File: src/rtl/uart_rdata_sender.sv
// ---------------------------------------------------------------------------
// uart_rdata_sender
//
// Purpose:
//   Takes a 64-bit read-data snapshot when a start pulse arrives and sends it
//   to the UART transmitter as ASCII hex text, one byte per valid/ready
//   handshake.
//     dump mode : 8 hex digits of [31:0], SEP_CHAR, 8 hex digits of [63:32],
//                 then CR LF (19 bytes)
//     PC mode   : 8 hex digits of [31:0], then CR LF (10 bytes)
//   When TX accepts the last byte, flushing_wq pulses for one cycle. The dump
//   sequencer uses this pulse to fetch the next pair of words or to return to
//   idle.
//
// Ports:
//   clk             system clock
//   rst_n           asynchronous active-low reset
//   rdata_snd_start one-cycle request to send the current snapshot
//   rdata_snd       snapshot; [31:0] lower-address word, [63:32] next word
//   pc_print_sel    1 = PC mode (send [31:0] only); sampled with the start
//   abort           stop the line at once; no flushing_wq is produced
//   tx_data         ASCII byte to the UART TX
//   tx_valid        tx_data is valid
//   tx_ready        UART TX accepts a byte this cycle
//   flushing_wq     one-cycle pulse after the whole line has been accepted
//   sender_busy     a line is in progress (SEND or DONE)
// ---------------------------------------------------------------------------
module uart_rdata_sender #(
    parameter bit         HEX_LOWER = 1'b1,
    parameter logic [7:0] SEP_CHAR  = 8'h20
) (
    input  logic        clk,
    input  logic        rst_n,
    input  logic        rdata_snd_start,
    input  logic [63:0] rdata_snd,
    input  logic        pc_print_sel,
    input  logic        abort,
    output logic [7:0]  tx_data,
    output logic        tx_valid,
    input  logic        tx_ready,
    output logic        flushing_wq,
    output logic        sender_busy
);

    typedef enum logic [1:0] {
        IDLE = 2'd0,
        SEND = 2'd1,
        DONE = 2'd2
    } state_t;

    localparam logic [4:0] IDX_LAST_LO = 5'd7;
    localparam logic [4:0] IDX_CR      = 5'd17;
    localparam logic [4:0] IDX_LF      = 5'd18;

    state_t      state_reg,    state_next;
    logic [4:0]  char_idx_reg, char_idx_next;
    logic [63:0] data_reg,     data_next;
    logic        pc_mode_reg,  pc_mode_next;
    logic [7:0]  tx_data_reg,  tx_data_next;
    logic [4:0]  idx_adv;

    // One nibble converted to its ASCII hex digit.
    function automatic logic [7:0] hex_ascii(input logic [3:0] nib);
        logic [7:0] r;
        if (nib < 4'd10)
            r = 8'h30 + {4'h0, nib};
        else if (HEX_LOWER)
            r = 8'h61 + {4'h0, nib} - 8'd10;
        else
            r = 8'h41 + {4'h0, nib} - 8'd10;
        return r;
    endfunction

    // Character at position idx of a line built from snapshot d.
    function automatic logic [7:0] char_at(input logic [63:0] d,
                                           input logic [4:0]  idx);
        logic [7:0] r;
        logic [2:0] k;
        // Digit position inside the word. For idx 9..16 the low three bits
        // minus one give 0..7, so both words use the same nibble select.
        k = (idx < 5'd8) ? idx[2:0] : (idx[2:0] - 3'd1);
        r = 8'h00;
        if (idx < 5'd8)
            r = hex_ascii(d[{~k, 2'b00} +: 4]);
        else if (idx == 5'd8)
            r = SEP_CHAR;
        else if (idx <= 5'd16)
            r = hex_ascii(d[6'd32 + {1'b0, ~k, 2'b00} +: 4]);
        else if (idx == IDX_CR)
            r = 8'h0d;
        else if (idx == IDX_LF)
            r = 8'h0a;
        return r;
    endfunction

    // Index that follows the current one. PC mode skips the separator and
    // the high word and goes straight to CR.
    always_comb begin
        idx_adv = char_idx_reg + 5'd1;
        if (pc_mode_reg && (char_idx_reg == IDX_LAST_LO))
            idx_adv = IDX_CR;
    end

    always_comb begin
        state_next    = state_reg;
        char_idx_next = char_idx_reg;
        data_next     = data_reg;
        pc_mode_next  = pc_mode_reg;
        tx_data_next  = tx_data_reg;

        if (abort) begin
            // abort takes priority over any transfer or start in this cycle.
            state_next = IDLE;
        end else begin
            case (state_reg)
                IDLE: begin
                    if (rdata_snd_start) begin
                        data_next     = rdata_snd;
                        pc_mode_next  = pc_print_sel;
                        char_idx_next = 5'd0;
                        // Preload the first character so that it appears
                        // together with tx_valid in the next cycle.
                        tx_data_next  = char_at(rdata_snd, 5'd0);
                        state_next    = SEND;
                    end
                end
                SEND: begin
                    if (tx_ready) begin
                        if (char_idx_reg == IDX_LF) begin
                            state_next = DONE;
                        end else begin
                            char_idx_next = idx_adv;
                            tx_data_next  = char_at(data_reg, idx_adv);
                        end
                    end
                end
                DONE: begin
                    state_next = IDLE;
                end
                default: begin
                    state_next = IDLE;
                end
            endcase
        end
    end

    always_ff @(posedge clk or negedge rst_n) begin
        if (!rst_n) begin
            state_reg    <= IDLE;
            char_idx_reg <= 5'd0;
            data_reg     <= 64'd0;
            pc_mode_reg  <= 1'b0;
            tx_data_reg  <= 8'h00;
        end else begin
            state_reg    <= state_next;
            char_idx_reg <= char_idx_next;
            data_reg     <= data_next;
            pc_mode_reg  <= pc_mode_next;
            tx_data_reg  <= tx_data_next;
        end
    end

    // All handshake outputs are decoded from the state register. An
    // asynchronous reset therefore clears them at once.
    assign tx_data     = tx_data_reg;
    assign tx_valid    = (state_reg == SEND);
    assign flushing_wq = (state_reg == DONE);
    assign sender_busy = (state_reg != IDLE);

endmodule

File: config.mk
export PLATFORM = sky130hd
export DESIGN_NAME = uart_rdata_sender
export DESIGN_NICKNAME = d
export VERILOG_FILES = /design/src/rtl/uart_rdata_sender.sv
export SDC_FILE = /design/constraint.sdc
export NUM_CORES = 1
export LEC_CHECK = 0
export CORE_ASPECT_RATIO = 0.5
export CORE_MARGIN = 10
export CORE_UTILIZATION = 65
export CTS_CLUSTER_SIZE = 28
export DETAILED_ROUTE_END_ITERATION = 10
export DONT_BUFFER_PORTS = 1
export PLACE_DENSITY_LB_ADDON = 0.3
export SLEW_MARGIN = 20
export SYNTH_ARGS = -nofsm -noshare
export SYNTH_HDL_FRONTEND = slang
export SYNTH_SLANG_ARGS = --single-unit
File: constraint.sdc
create_clock -name clk -period 8.7 [get_ports clk]
set_input_delay 2.175 -clock clk [delete_from_list [all_inputs] [get_ports clk]]
set_output_delay 2.175 -clock clk [all_outputs]
set_load 0.02 [all_outputs]
# Word-level counts from Yosys, hierarchy flattened

Cells that the tools add are included.

Add/subtract/negate cells: 12
Order comparisons: 5
Equal/unequal tests: 13
Shifts and indexed selects: 2
Multiplexer cells: 23
Bitwise gates (word level): 2
Reduce and logical (&&, ||, !) cells: 7

Operator list:

| operator                                                   | count |
|---|---|
| 2-to-1 mux 8 bit                                           | 9 |
| variable part select 64 x 6 -> 4 bit                       | 1 |
| variable part select 64 x 7 -> 4 bit                       | 1 |
| adder 7 x 4 -> 8 bit, first input constant                 | 3 |
| subtractor 8 x 4 -> 8 bit, second input constant           | 3 |
| adder 6 x 4 -> 7 bit, first input constant                 | 3 |
| 2-to-1 mux 5 bit                                           | 4 |
| one-hot mux 8 bit (2 select lines)                         | 1 |
| equality test 5 bit, second input constant                 | 3 |
| less-than comparator 4 bit, second input constant          | 3 |
| one-hot mux 5 bit (2 select lines)                         | 1 |
| 2-to-1 mux 2 bit                                           | 4 |
| 2-to-1 mux 4 bit                                           | 2 |
| adder 6 x 5 -> 6 bit, first input constant                 | 1 |
| inequality test 3 x 2 -> 1 bit, second input constant      | 2 |
| AND reduction 3 bit                                        | 2 |
| adder 5 x 1 -> 5 bit, second input constant                | 1 |
| equality test 5 x 3 -> 1 bit, second input constant        | 1 |
| equality test 5 x 4 -> 1 bit, second input constant        | 1 |
| <= comparator 5 bit, second input constant                 | 1 |
| less-than comparator 5 x 4 -> 1 bit, second input constant | 1 |
| AND reduction 5 bit                                        | 1 |
| inequality test 2 bit, second input constant               | 2 |
| one-hot mux 2 bit (2 select lines)                         | 1 |
| other kinds (11)                                           | 12 |

Register bits: 80
Input bits: 70
Output and inout bits: 11

# Depth between registers and ports, before layout

Gate-level depths: netlist of the first run.

Depth in word-level cells: 17
Gate-level depth with buffers: 16
Depth with buffers taken out: 15

# Worst setup path after synthesis of the first run

No wires, ideal clock.

Kind: in2reg
Start: in abort
End: reg data_reg[10]
Setup time: 125 ps
Arrival time: 3550 ps
Path slack: 5025 ps
Stages on the path: 4
Path buffers: 2
Cell sequence: nor3b_1 -> clkbuf_1 -> clkbuf_1 -> mux2_2

Word-level cells in the longest chain between the ends: 2

Ends and longest elaborated chain:

| what                          | line | source |
|---|---|---|
| from (decl)                   | 37   | `input logic abort,` |
| inverter 1 bit (no line)      | --   |  |
| AND reduction 3 bit (no line) | --   |  |
| to (signal assigned)          | 157  | `data_reg <= data_next;` |
| to (decl)                     | 57   | `logic [63:0] data_reg, data_next;` |

Every way passes these cells.
A chain may end at the register's enable or synchronous reset.

# Worst setup path in the final report of the first run

Start: reg char_idx_reg[0]
End: reg tx_data_reg[2] (netlist: tx_data[2])

Word-level cells in the longest chain between the ends: 17

Ends and longest elaborated chain:

| what                                                                          | line | source |
|---|---|---|
| from (decl)                                                                   | 56   | `logic [4:0] char_idx_reg, char_idx_next;` |
| from (signal assigned)                                                        | 156  | `char_idx_reg <= char_idx_next;` |
| parallel branches: the longest is 17 deep, another holds adder 7 x 4 -> 8 bit | --   |  |
| to (signal assigned)                                                          | 159  | `tx_data_reg <= tx_data_next;` |
| to (decl)                                                                     | 59   | `logic [7:0] tx_data_reg, tx_data_next;` |

Several ways; the timed one is not identified. The select of a mux whose other input is x is not followed.

==> results of run 1 <==
## Yosys cell counts, types with 2 or more instances
| cell | n | area share, % |
|---|---|---|
| nand3_1 | 4 | 0.47 |
| dfrtp_1 | 79 | 47 |
| nand2_1 | 19 | 1.7 |
| xnor2_1 | 3 | 0.62 |
| o21ai_1 | 4 | 0.47 |
| o22ai_1 | 3 | 0.44 |
| inv_1 | 10 | 0.89 |
| o21ai_0 | 10 | 1.2 |
| mux2_1 | 2 | 0.53 |
| a211oi_1 | 3 | 0.53 |
| a31oi_1 | 5 | 0.74 |
| o21a_1 | 2 | 0.35 |
| nor2_1 | 12 | 1.1 |
| nor2b_1 | 5 | 0.74 |
| mux2i_1 | 18 | 4.3 |
| nor3_1 | 5 | 0.59 |
| clkbuf_1 | 9 | 0.80 |
| nand4_1 | 2 | 0.30 |
| ha_1 | 7 | 2.1 |
| or3_1 | 3 | 0.44 |
| a21o_1 | 3 | 0.53 |
| mux2_2 | 66 | 18 |
| mux2i_2 | 2 | 0.65 |
| a21oi_1 | 11 | 1.3 |
| mux4_2 | 9 | 4.8 |
| a211o_1 | 2 | 0.41 |
| buf_4 | 3 | 0.53 |
| buf_6 | 3 | 0.80 |
| a22o_1 | 2 | 0.41 |
## cells by family after synthesis
| group | synth area share [%] |
|---|---|
| mux | 29.3 |
| flops | 46.6 |
| simple gates | 6.97 |
| compound gates | 9.50 |
| buf+inv | 3.25 |
| fa+ha+maj | 2.07 |
| xor+xnor | 2.24 |
| other cells | 0.0885 |
## final cells by class
cell class                 instances  share of cell area, %
clock inverter                     7                   1.40
tap                               88                   2.42
timing repair buffer               1                  0.165
inverter                          10                  0.824
clock buffer                       9                   4.95
sequential                        79                   43.4
multi-input combinational        231                   46.8
## through the flow
| step | hold slack [ns] | instance area, sq um |
|---|---|---|
| after detailed placement | 0.490 | 4270 |
| final | 0.500 | 4550 |
| after CTS | 0.504 | 4550 |
| after global routing | 0.517 | 4550 |
| after floorplan | 0.472 | 4240 |
| after global placement | 0.485 | 4270 |
## worst max-delay path, stage by stage, from the launching register on
cell      delay [ns]
dfrtp_1         0.48
ha_1            0.35
o211a_1         0.18
o21ai_4         0.28
a21boi_4        0.12
xnor2_4         0.68
mux4_2          0.59
mux2_4          0.32
inv_1           0.07
ha_1            0.13
inv_1           0.06
or4b_1          0.52
nand2_1         0.07
a211oi_1        0.07
a31oi_1         0.16
## layout by cell type, fill, tap and decap left out, types with 4 or more instances in the layout
master	instances
a31oi_1	5
o21ai_0	10
dfrtp_1	79
clkbuf_16	9
ha_1	7
nand2_1	19
nand3_1	4
o21ai_1	4
nor2b_1	5
inv_1	10
nor2_1	12
a21oi_1	10
mux4_2	9
mux2i_1	18
mux2_2	66
inv_6	4
nor3_1	5
## report_power, final
group          switching (mW)  internal [mW]  total (mW)
sequential             0.0595          0.448       0.507
combinational           0.171          0.183       0.354
clock                   0.161          0.199       0.360
## worst max path at each step
stage / start / endpoint / slack [ns] / cells after the start
after floorplan: abort / data_reg[10] / 5.02 / 4
final: char_idx_reg[0] / tx_data[2] / 4.54 / 14
after CTS: char_idx_reg[0] / tx_data[2] / 4.54 / 14
after global placement: char_idx_reg[0] / tx_data[2] / 4.65 / 14
after global routing: char_idx_reg[0] / tx_data[2] / 4.29 / 14
after detailed placement: char_idx_reg[0] / tx_data[2] / 4.52 / 14
## layer usage
| layer | track usage, % | part of all wire [%] | vias to the layer above |
|---|---|---|---|
| li1 | - | - | 1217 |
| met1 | 20.3 | 43 | 1339 |
| met2 | 27.3 | 47 | 70 |
| met3 | 8.78 | 8.6 | 15 |
| met4 | 5.40 | 1.2 | 2 |
| met5 | 0 | 0.23 | - |
==> results.md, run 1 <==
* Yosys warning count at 0
* Worst endpoint required time at 8.96 ns
* Mapped Nets at 414
* Via density at 6.22
* RSZ-0062 raised after global routing: no
* Final hold vios at 0
* P_leak at 1.89 nW
* Synthesized area at 0.00424 sq mm
* CTS Hold Buffers Added at 0
* Wirelength per Cell at 20.5 um
* Die Y at 77.1 um
* Post-synth EDFFs at 0
* Tot Pwr at 1.22 mW
* Total congestion overflow at 0
* Worst min path class: flop to flop
* Max Fclk at 241 MHz
* Hold Crit Depth at 1
* Wire length of the first global-routing pass at 14300 um
* Cell area power density at 268 mW/mm^2
* Critical R2R Launch: char_idx_reg[0]
* Clk buf depth at 2
* Post-synthesis sequential area ratio at 46.6%
* Final period util at 47.8%
* Post CTS Setup Buffer Count at 0
* WS Path Type: flop to flop
* Reg2reg setup slack at 4.54 ns
* Detail Route Antenna Nets at 0
* Total wire length at 8720 um
* Worst Tran Pin Value at 0.988 ns
* Diodes inserted at 0
* Clock Skews at 0.00854 ns
* Flops & latches, synth at 79
* Hold endpoint: data_reg[59]
* TritonRoute pass-1 iters at 4
* Critical Path AT at 4.41 ns
* Core area at 0.00621 sq mm
* Multi-input gate area at 0.00213 sq mm
* Total GRT Usage at 17.4%
* Clock latency on the worst-skew pair at 0.34 ns
* Rows at 20
* Share of flip-flops with an asynchronous set or reset at 100%
* Starting Density at 68.3%
* Post-route setup TNS at 0 ns
* Maxcap violations at 0
* CTS H-tree lvls at 3
* Final cell count without fillers at 425
* Maximum vdd ir drop at 0.176 mV
* Nets at 409
* Clk slew on worst S/H paths at 0.06 ns
* Placed instance count at 409
* Reg area at 0.00198 sq mm
* Max Fanout on Critical Path at 18
* Vias in the first global route at 2736
* Post-CTS resize count at 0
* Share of cells above drive strength 1 at 32.3%
* Crit. End Element: flop
* Max_slew headroom at 34.2%
* DP HPWL at 6390 um
* Syn Area/Cell at 12.6 sq um
* Dpl ws at 4.52 ns
* Post-synth cell types at 60
* Minimum clock period at 4.16 ns
* Root Buffer: clkbuf_16
* DIE AREA at 0.0103 sq mm
* Fin worst setup slack at 4.54 ns
* GP Congestion at 0.879
* Initial antenna violation count at 1
* Max reg flops at 64
* Die X-Extent at 134 um
* Reg-to-Reg End: tx_data[2]
* Area Overhead vs Synth at 7.44%
* Hold Path Origin: data_reg[59]
* Cts bufs inserted at 9
* DRC at 0
* R2R cell count at 14
* Fillers at 445
* Pin count of the biggest net entering global routing at 80
* Clock Sinks at 79
* Ys flop type: dfrtp_1
* Final setup fails at 0
* DR vias at 2643
* Final core occ at 73.4%
* Fin. max-slew vios at 0
* CTS tree: built
* Status: complete, no violations
* Setup crit start kind: flop
* I/O Pins at 81
* Cells after synthesis at 337
* Detailed Route Iter0 Violations at 181
* Buffers added on ports at 0
Note: power is estimated with default switching activity, not from simulation.
==> inputs of run 2 (changes only) <==
CORE_UTILIZATION = 64   (was 65)
clock period = 4 ns   (was 8.7 ns; I/O delays follow)
==> results.md, run 2 (synthesis results as in run 1) <==
* Critical R2R Launch: char_idx_reg[0]
* Rows at 20
* Maximum vdd ir drop at 0.412 mV
* Dpl ws at 0.231 ns
* Tot Pwr at 2.76 mW
* Post-CTS resize count at 0
* CTS tree: built
* Critical path's slowest cell: dfrtp_1
* Reg-to-Reg End: tx_data[1]
* Nets at 423
* Final period util at 93.9%
* Final setup fails at 0
* Fin worst setup slack at 0.245 ns
* Crit path buffers/inverters at 2
* GP Congestion at 0.895
* Critical path's top delay family: compound AO/OA/AOI/OAI gates
* DRC at 0
* Critical Path AT at 4.02 ns
* Crit. End Element: flop
* Most common cell after layout, fill and taps aside: dfrtp_1
* Worst stage delay on the critical path at 0.47 ns
* Initial antenna violation count at 0
* Die X-Extent at 135 um
* Area Overhead vs Synth at 10.4%
* Via density at 6.32
* Clk slew on worst S/H paths at 0.06 ns
* RSZ-0062 raised after global routing: no
* Cell area power density at 590 mW/mm^2
* Final hold vios at 0
* Pin count of the biggest net entering global routing at 80
* TritonRoute pass-1 iters at 4
* Status: complete, no violations
* CTS H-tree lvls at 3
* DR vias at 2768
* Starting Density at 68.0%
* Wirelength per Cell at 21.4 um
* Most frequent cells in the layout: 79 x dfrtp_1, 66 x mux2_2, 19 x nand2_1
* Die Y at 77.6 um
* Detailed Route Iter0 Violations at 172
* Detail Route Antenna Nets at 0
* Max_slew headroom at 45.4%
* Clock Skews at 0.00446 ns
* Buffers added on ports at 0
* Crit-path cells: ha_1, and3_4, a21oi_2, a21boi_4, xnor2_4, buf_4, buf_4, mux2_1, o211ai_1, o21a_1, ha_1, nor2b_1, o311a_1, o21ai_1
* Post-route setup TNS at 0 ns
* Root Buffer: clkbuf_16
* Diodes inserted at 0
* Cts bufs inserted at 9
* Max Fclk at 266 MHz
* Worst endpoint required time at 4.27 ns
* WS Path Type: flop to flop
* Worst Tran Pin Value at 0.818 ns
* Max reg flops at 64
* Fin. max-slew vios at 0
* Minimum clock period at 3.75 ns
* Total congestion overflow at 0
* Clk buf depth at 2
* R2R cell count at 14
* Core area at 0.00623 sq mm
* Max Fanout on Critical Path at 10
* Maxcap violations at 0
* Wire length of the first global-routing pass at 15500 um
* Share of cells above drive strength 1 at 34.9%
* Vias in the first global route at 2862
* I/O Pins at 81
* Clock latency on the worst-skew pair at 0.34 ns
* DIE AREA at 0.0105 sq mm
* CTS Hold Buffers Added at 0
* P_leak at 1.96 nW
* Reg2reg setup slack at 0.25 ns
* Total GRT Usage at 18.8%
* Setup crit start kind: flop
* Total wire length at 9390 um
* Worst min path class: input pin to async pin
* Clock Sinks at 79
* DP HPWL at 6960 um
==> run 2: changes by cell type in the layout (fill, tap and decap cells not counted), sizes merged <==
| cell | previous run | this run |
|---|---|---|
| buf | 1 | 15 |
| inv | 14 | 10 |
| bufinv | 0 | 1 |
| clkbuf | 9 | 10 |
| clkinvlp | 1 | 2 |
==> run 2: what timing repair did <==
action	CTS	global route
hold endpoints to repair	0	0
endpoints found under the setup margin	0	2
buffers inserted	0	7
==> run 2: metrics by stage <==
| stage | cell area, sq um | util (%) | hold slack, ns | instances |
|---|---|---|---|---|
| 3_3_place_gp | 4320 | 69.3 | 0.488 | 416 |
| 4_1_cts | 4620 | 74.1 | 0.342 | 431 |
| 5_1_grt | 4680 | 75.1 | 0.333 | 438 |
| 2_1_floorplan | 4240 | - | 0.472 | 337 |
| 6_report | 4680 | 75.1 | 0.356 | 438 |
| 3_5_place_dp | 4320 | 69.3 | 0.492 | 416 |
==> run 2: where the power goes <==
part | switching, mW | internal [mW]
Combinational | 0.394 | 0.444
Sequential | 0.136 | 0.974
Clock | 0.318 | 0.496
Total | 0.849 | 1.91
==> run 2: per-layer routing <==
layer | track usage (%) | vias to the layer above | wire (um) | part of all wire (%)
met5 | 0 | - | 0 | 0
met4 | 5.13 | 0 | 120 | 1.3
met3 | 8.42 | 13 | 717 | 7.6
met2 | 30.2 | 92 | 4590 | 49
met1 | 22.7 | 1417 | 3970 | 42
li1 | - | 1246 | - | -
==> run 2: final cells by class <==
type | count | area [sq um]
multi-input cells | 231 | 2130
flip-flops and latches | 79 | 1980
fillers | 397 | 1550
clock buffers | 10 | 239
repair buffers | 15 | 125
well taps | 88 | 110
clock inverters | 5 | 58.8
inverters | 10 | 37.5
==> run 2: worst max path at each step <==
stage	end	depth (start not counted)	slack, ns	startpoint
after floorplan	tx_data[2]	15	0.44	char_idx_reg[0]
after global placement	tx_data[2]	14	0.34	char_idx_reg[0]
after detailed placement	tx_data[2]	16	0.23	char_idx_reg[0]
after CTS	tx_data[1]	14	0.19	char_idx_reg[0]
after global routing	tx_data[1]	14	0.0001	char_idx_reg[0]
final	tx_data[1]	14	0.25	char_idx_reg[0]
